===== src/rtl/adder_pkg.sv =====
// Shared types and constants for the sliced sequential adder.
package adder_pkg;

    typedef enum logic [1:0] {
        IDLE = 2'd0,
        RUN  = 2'd1,
        DONE = 2'd2
    } state_e;

    localparam int DEF_WIDTH = 16;
    localparam int DEF_CHUNK = 4;

    // A single-slice adder still needs a 1-bit index register.
    function automatic int idx_width(input int nslice);
        return (nslice <= 1) ? 1 : $clog2(nslice);
    endfunction

endpackage


===== src/rtl/adder_slice.sv =====
// Combinational CHUNK-bit ripple-carry adder built from full-adder cells.
module adder_slice
    import adder_pkg::*;
#(
    parameter int CHUNK = DEF_CHUNK
) (
    input  logic [CHUNK-1:0] a_i,
    input  logic [CHUNK-1:0] b_i,
    input  logic             cin_i,
    output logic [CHUNK-1:0] s_o,
    output logic             cout_o
);

    logic [CHUNK:0] c;

    assign c[0] = cin_i;

    for (genvar i = 0; i < CHUNK; i++) begin : g_fa
        assign s_o[i]   = a_i[i] ^ b_i[i] ^ c[i];
        assign c[i+1]   = (a_i[i] & b_i[i]) | (c[i] & (a_i[i] ^ b_i[i]));
    end

    assign cout_o = c[CHUNK];

endmodule


===== src/rtl/seq_slice_adder.sv =====
// Multi-cycle adder summing CHUNK bits per clock behind a start/busy/done handshake.
// Define ADDER_OVF_EN to add the registered signed-overflow output ovf.
module seq_slice_adder
    import adder_pkg::*;
#(
    parameter int WIDTH = DEF_WIDTH,
    parameter int CHUNK = DEF_CHUNK
) (
    input  logic             clk,
    input  logic             rst,
    input  logic             start,
    input  logic [WIDTH-1:0] a,
    input  logic [WIDTH-1:0] b,
    input  logic             cin,
    output logic             busy,
    output logic             done,
    output logic [WIDTH-1:0] s,
    output logic             cout
`ifdef ADDER_OVF_EN
    ,
    output logic             ovf
`endif
);

    localparam int NSLICE = WIDTH / CHUNK;
    localparam int IDXW   = idx_width(NSLICE);
    localparam logic [IDXW-1:0] LAST_IDX = IDXW'(NSLICE - 1);

    state_e           state_q, state_d;
    logic [WIDTH-1:0] a_q, b_q;
    logic [WIDTH-1:0] s_q, s_d;
    logic             carry_q, carry_d;
    logic             cout_q, cout_d;
    logic [IDXW-1:0]  idx_q, idx_d;

    logic             accept;
    logic             last;
    int               shamt;
    logic [CHUNK-1:0] a_sl, b_sl, sum_sl;
    logic             cout_sl;
    logic [WIDTH-1:0] sum_sh, mask_sh;

    assign accept = start && ((state_q == IDLE) || (state_q == DONE));
    assign last   = (state_q == RUN) && (idx_q == LAST_IDX);

    // The single slice adder is steered to the active slice by shifting.
    assign shamt   = int'(idx_q) * CHUNK;
    assign a_sl    = CHUNK'(a_q >> shamt);
    assign b_sl    = CHUNK'(b_q >> shamt);
    assign sum_sh  = WIDTH'(sum_sl) << shamt;
    assign mask_sh = WIDTH'({CHUNK{1'b1}}) << shamt;

    adder_slice #(
        .CHUNK(CHUNK)
    ) u_slice (
        .a_i    (a_sl),
        .b_i    (b_sl),
        .cin_i  (carry_q),
        .s_o    (sum_sl),
        .cout_o (cout_sl)
    );

`ifdef ADDER_OVF_EN
    logic ovf_q, ovf_d;
    logic c_into_msb;

    // Carry into the MSB is recovered from the MSB sum bit.
    assign c_into_msb = a_sl[CHUNK-1] ^ b_sl[CHUNK-1] ^ sum_sl[CHUNK-1];
    assign ovf        = ovf_q;
`endif

    always_comb begin
        state_d = state_q;
        s_d     = s_q;
        carry_d = carry_q;
        cout_d  = cout_q;
        idx_d   = idx_q;
`ifdef ADDER_OVF_EN
        ovf_d   = ovf_q;
`endif
        case (state_q)
            IDLE: begin
                if (start) state_d = RUN;
            end
            RUN: begin
                s_d     = (s_q & ~mask_sh) | sum_sh;
                carry_d = cout_sl;
                idx_d   = idx_q + IDXW'(1);
                if (last) begin
                    state_d = DONE;
                    cout_d  = cout_sl;
`ifdef ADDER_OVF_EN
                    ovf_d   = c_into_msb ^ cout_sl;
`endif
                end
            end
            DONE: begin
                state_d = start ? RUN : IDLE;
            end
            default: state_d = IDLE;
        endcase
        if (accept) begin
            carry_d = cin;
            idx_d   = '0;
        end
    end

    always_ff @(posedge clk) begin
        if (rst) begin
            state_q <= IDLE;
            s_q     <= '0;
            carry_q <= 1'b0;
            cout_q  <= 1'b0;
            idx_q   <= '0;
`ifdef ADDER_OVF_EN
            ovf_q   <= 1'b0;
`endif
        end else begin
            state_q <= state_d;
            s_q     <= s_d;
            carry_q <= carry_d;
            cout_q  <= cout_d;
            idx_q   <= idx_d;
`ifdef ADDER_OVF_EN
            ovf_q   <= ovf_d;
`endif
        end
    end

    // Operands only matter after an accepted start, so they carry no reset.
    always_ff @(posedge clk) begin
        if (accept) begin
            a_q <= a;
            b_q <= b;
        end
    end

    assign busy = (state_q == RUN);
    assign done = (state_q == DONE);
    assign s    = s_q;
    assign cout = cout_q;

endmodule

===== config.mk =====
export PLATFORM = sky130hd
export DESIGN_NAME = seq_slice_adder
export DESIGN_NICKNAME = d
export VERILOG_FILES = /design/src/rtl/adder_pkg.sv /design/src/rtl/adder_slice.sv /design/src/rtl/seq_slice_adder.sv
export SDC_FILE = /design/constraint.sdc
export NUM_CORES = 1
export LEC_CHECK = 0
export BUFFER_PORTS_ARGS = -buffer_cell sky130_fd_sc_hd__buf_2
export CORE_ASPECT_RATIO = 0.9
export CORE_MARGIN = 2
export CORE_UTILIZATION = 51
export DETAILED_ROUTE_END_ITERATION = 10
export PLACE_DENSITY = 0.77
export SLEW_MARGIN = 20
export SYNTH_ARGS = -nofsm -noshare
export SYNTH_HDL_FRONTEND = slang
export SYNTH_SLANG_ARGS = --single-unit

===== constraint.sdc =====
create_clock -name clk -period 4.8 [get_ports clk]
set_input_delay 0.96 -clock clk [delete_from_list [all_inputs] [get_ports clk]]
set_output_delay 0.96 -clock clk [all_outputs]
set_load 0.01 [all_outputs]

==> results.yml <==
clock_tree:
  clock_sinks: 54
  cts_setup_buffers: 0
  cts.repair.resized: 0
  cts_max_path_buffers: 2
  clk_latency_ps: 300
  hold_buffers: 0
  cts-htree-levels: 2
  cts_tree: "built"
  path_clk_slew_ps: 90
  cts_buffers: 5
  clockRootBuffer: "clkbuf_8"
pwr:
  clkPwrFrac_pct: 35.3
  irDropWorstVdd_mv: 0.229
  p_leak_nw: 1.02
  swShare_pct: 21.4
  comb_power_share_pct: 11.3
  p_int_mw: 0.779
  finalPower_mw: 0.991
  power.density_nw_per_um2: 385
  p_sw_mw: 0.212
  power_frac_seq_pct: 53.4
global_routing:
  antenna_found_initial: 0
  gr-total-overflow: 0
  grt_pass1_wl_mm: 6.22
  track_usage_pct: 17.5
  grt_max_degree: 38
  grt_pass1_vias: 1363
floorplanning:
  dieArea_sq_um: 4690
  rows: 22
  fp.coreArea_sq_um: 4050
  die_width_um: 71.9
  initial_utilization_pct: 52.4
  fp.dieH_um: 65.1
  ios: 55
worst_hold_path:
  min_path_type: "flip-flop to flip-flop"
routing:
  detail-route-antenna-nets: 0
  wl_met3_um: 277
  drt_pre_antenna_iters: 4
  drt_iter0_markers: 109
  drc_errors: 0
  drt-total-wl_mm: 3.78
  highest_layer: "met4"
  routedWlPerCell_um: 15.6
  met1Wirelength_mm: 1.55
  met2_length_mm: 1.93
  routed_via_density: 5.50
  num_vias: 1331
worst_setup_path:
  cp.required_ps: 5000
  path_class: "flip-flop to flip-flop"
  slowest_delay_ps: 710
  crit_buf_inv: 0
  critPathCaptureType: "flip-flop"
  worstPathCellList: "mux4_2, fa_1, fa_1, fa_1, fa_1, mux2_4, o21a_1"
  cp.arrival_ps: 3490
  path_max_fanout: 16
  cpMaxStageDelayCell: "dfxtp_1"
  crit_top_cell: "fa_1"
  start_kind: "flip-flop"
  cpLargestDelayFamily: "adder cells"
synthesis:
  yosys_warnings: 0
  yosys-top-cells-count: "edfxtp_1 (32), dfxtp_1 (22), nor2_1 (18), a22oi_1 (16), mux4_2 (8)"
  yosys.cell_types.count: 24
  synth-seq-area-share_pct: 66.2
  synth_seq_cells: 54
  synthTopCellsByArea: "edfxtp_1 (45%), dfxtp_1 (21%), mux4_2 (8.5%)"
  synth_area_sq_um: 2120
  synth_edf_count: 32
  yosysTopAreaCell: "edfxtp_1"
  syn_inst: 137
  synth_ff_type: "edfxtp_1"
  yosysTopAreaCellShare_pct: 45.4
  synth.most_common_cell: "edfxtp_1"
  syn_area_per_cell_sq_um: 15.5
  async_flop_share_pct: 0
  synthesis.nets: 181
sta:
  min_period_over_period_pct: 68.6
  rsz0062_at_grt: "no"
  max_slew_margin_pct: 60.2
  fmax_mhz: 304
  drv_slew: 0
  setup_viol: 0
  hold_viol_final: 0
  worstMarginPinSlew_ps: 596
  setup_tns_ps: 0
  finalCriticalPeriod_ps: 3290
  fin_skew_ps: 8.03
  setup_ws_ps: 1510
cells_and_area:
  num-nets-final: 237
  layout-drive-gt1-share_pct: 39.7
  diodes: 0
  area_growth_syn_to_layout_pct: 21.5
  final_cells: 242
  final_core_util_pct: 63.6
placed_design:
  post-place-ws_ps: 1480
  dpl.hpwl_mm: 2.75
  io_buffers: 54
  dp.cells: 234
  place_congestion: 0.797
outcome:
  outcome: "finished, final reports clean"
job:
  maxCapViolations: 0
## layout make-up
cell class / instances / area (sq um)
multi-input combinational: 72 / 674
inverter: 4 / 15.0
sequential: 54 / 1400
clock buffer: 5 / 68.8
timing repair buffer: 56 / 285
tap: 48 / 60.1
clock inverter: 3 / 68.8
fill: 304 / 1470
## registers in the layout, indices dropped and copies added (netlist names)
register	count
cout	1
idx_q	2
b_q	16
carry_q	1
state_q	2
s	16
a_q	16
## layout by cell type (no fill, tap or decap), drive strengths merged
cell type | synthesis | routed
nand2 | 1 | 1
nor2 | 18 | 18
mux2i | 1 | 1
mux2 | 1 | 1
nand3 | 1 | 1
inv | 4 | 4
mux4 | 8 | 8
ha | 4 | 4
nor4b | 1 | 1
fa | 4 | 4
a21oi | 3 | 3
and4bb | 2 | 2
edfxtp | 32 | 32
and4b | 1 | 1
nand3b | 4 | 4
nor3 | 2 | 2
buf | 4 | 56
clkbuf | 3 | 5
a22oi | 16 | 16
clkinv | 0 | 1
xnor2 | 1 | 1
o21a | 1 | 1
bufinv | 0 | 2
dfxtp | 22 | 22
nor2b | 3 | 3
## per-layer routing
metal	GRT usage, %	vias up
met5	0	-
met4	5.42	0
met3	4.14	2
met2	29.6	66
met1	22.4	639
li1	-	624
## power groups by stage
stage,registers [mW],clock network (mW),logic (mW)
floorplan,0.538,0,0.0705
finish,0.529,0.350,0.112
CTS,0.530,0.354,0.113
detailed placement,0.541,0,0.113
global route,0.532,0.372,0.122
global placement,0.539,0,0.108
## stage by stage
stage	cell area (sq um)	hold slack (ps)
global route	2570	492
floorplan	2120	481
detailed placement	2440	449
global placement	2440	447
CTS	2570	462
finish	2570	459
## final timing paths
path                                from       to  slack [ps]  depth (start not counted)
worst max-delay path            idx_q[1]  carry_q        1510                          7
worst min-delay path                cout     cout         460                          2
worst max register to register  idx_q[1]  carry_q        1510                          7
worst min register to register      cout     cout         460                          2
## worst min-delay path, stage by stage, from the launching register on
cell,delay (ps)
dfxtp_1,320
nand2_1,50
a21oi_1,50
## cells by family after synthesis
logic type | count (synthesis) | share of synthesized area, %
and+or+nand+nor | 33 | 8.74
adders and majority gates | 8 | 6.14
DFF | 54 | 66.2
xor gates and xnor gates | 1 | 0.414
AOI/OAI and AO/OA | 20 | 6.73
buffers and inverters | 11 | 2.13
muxes | 10 | 9.69
Note: power is estimated with default switching activity, not from simulation.
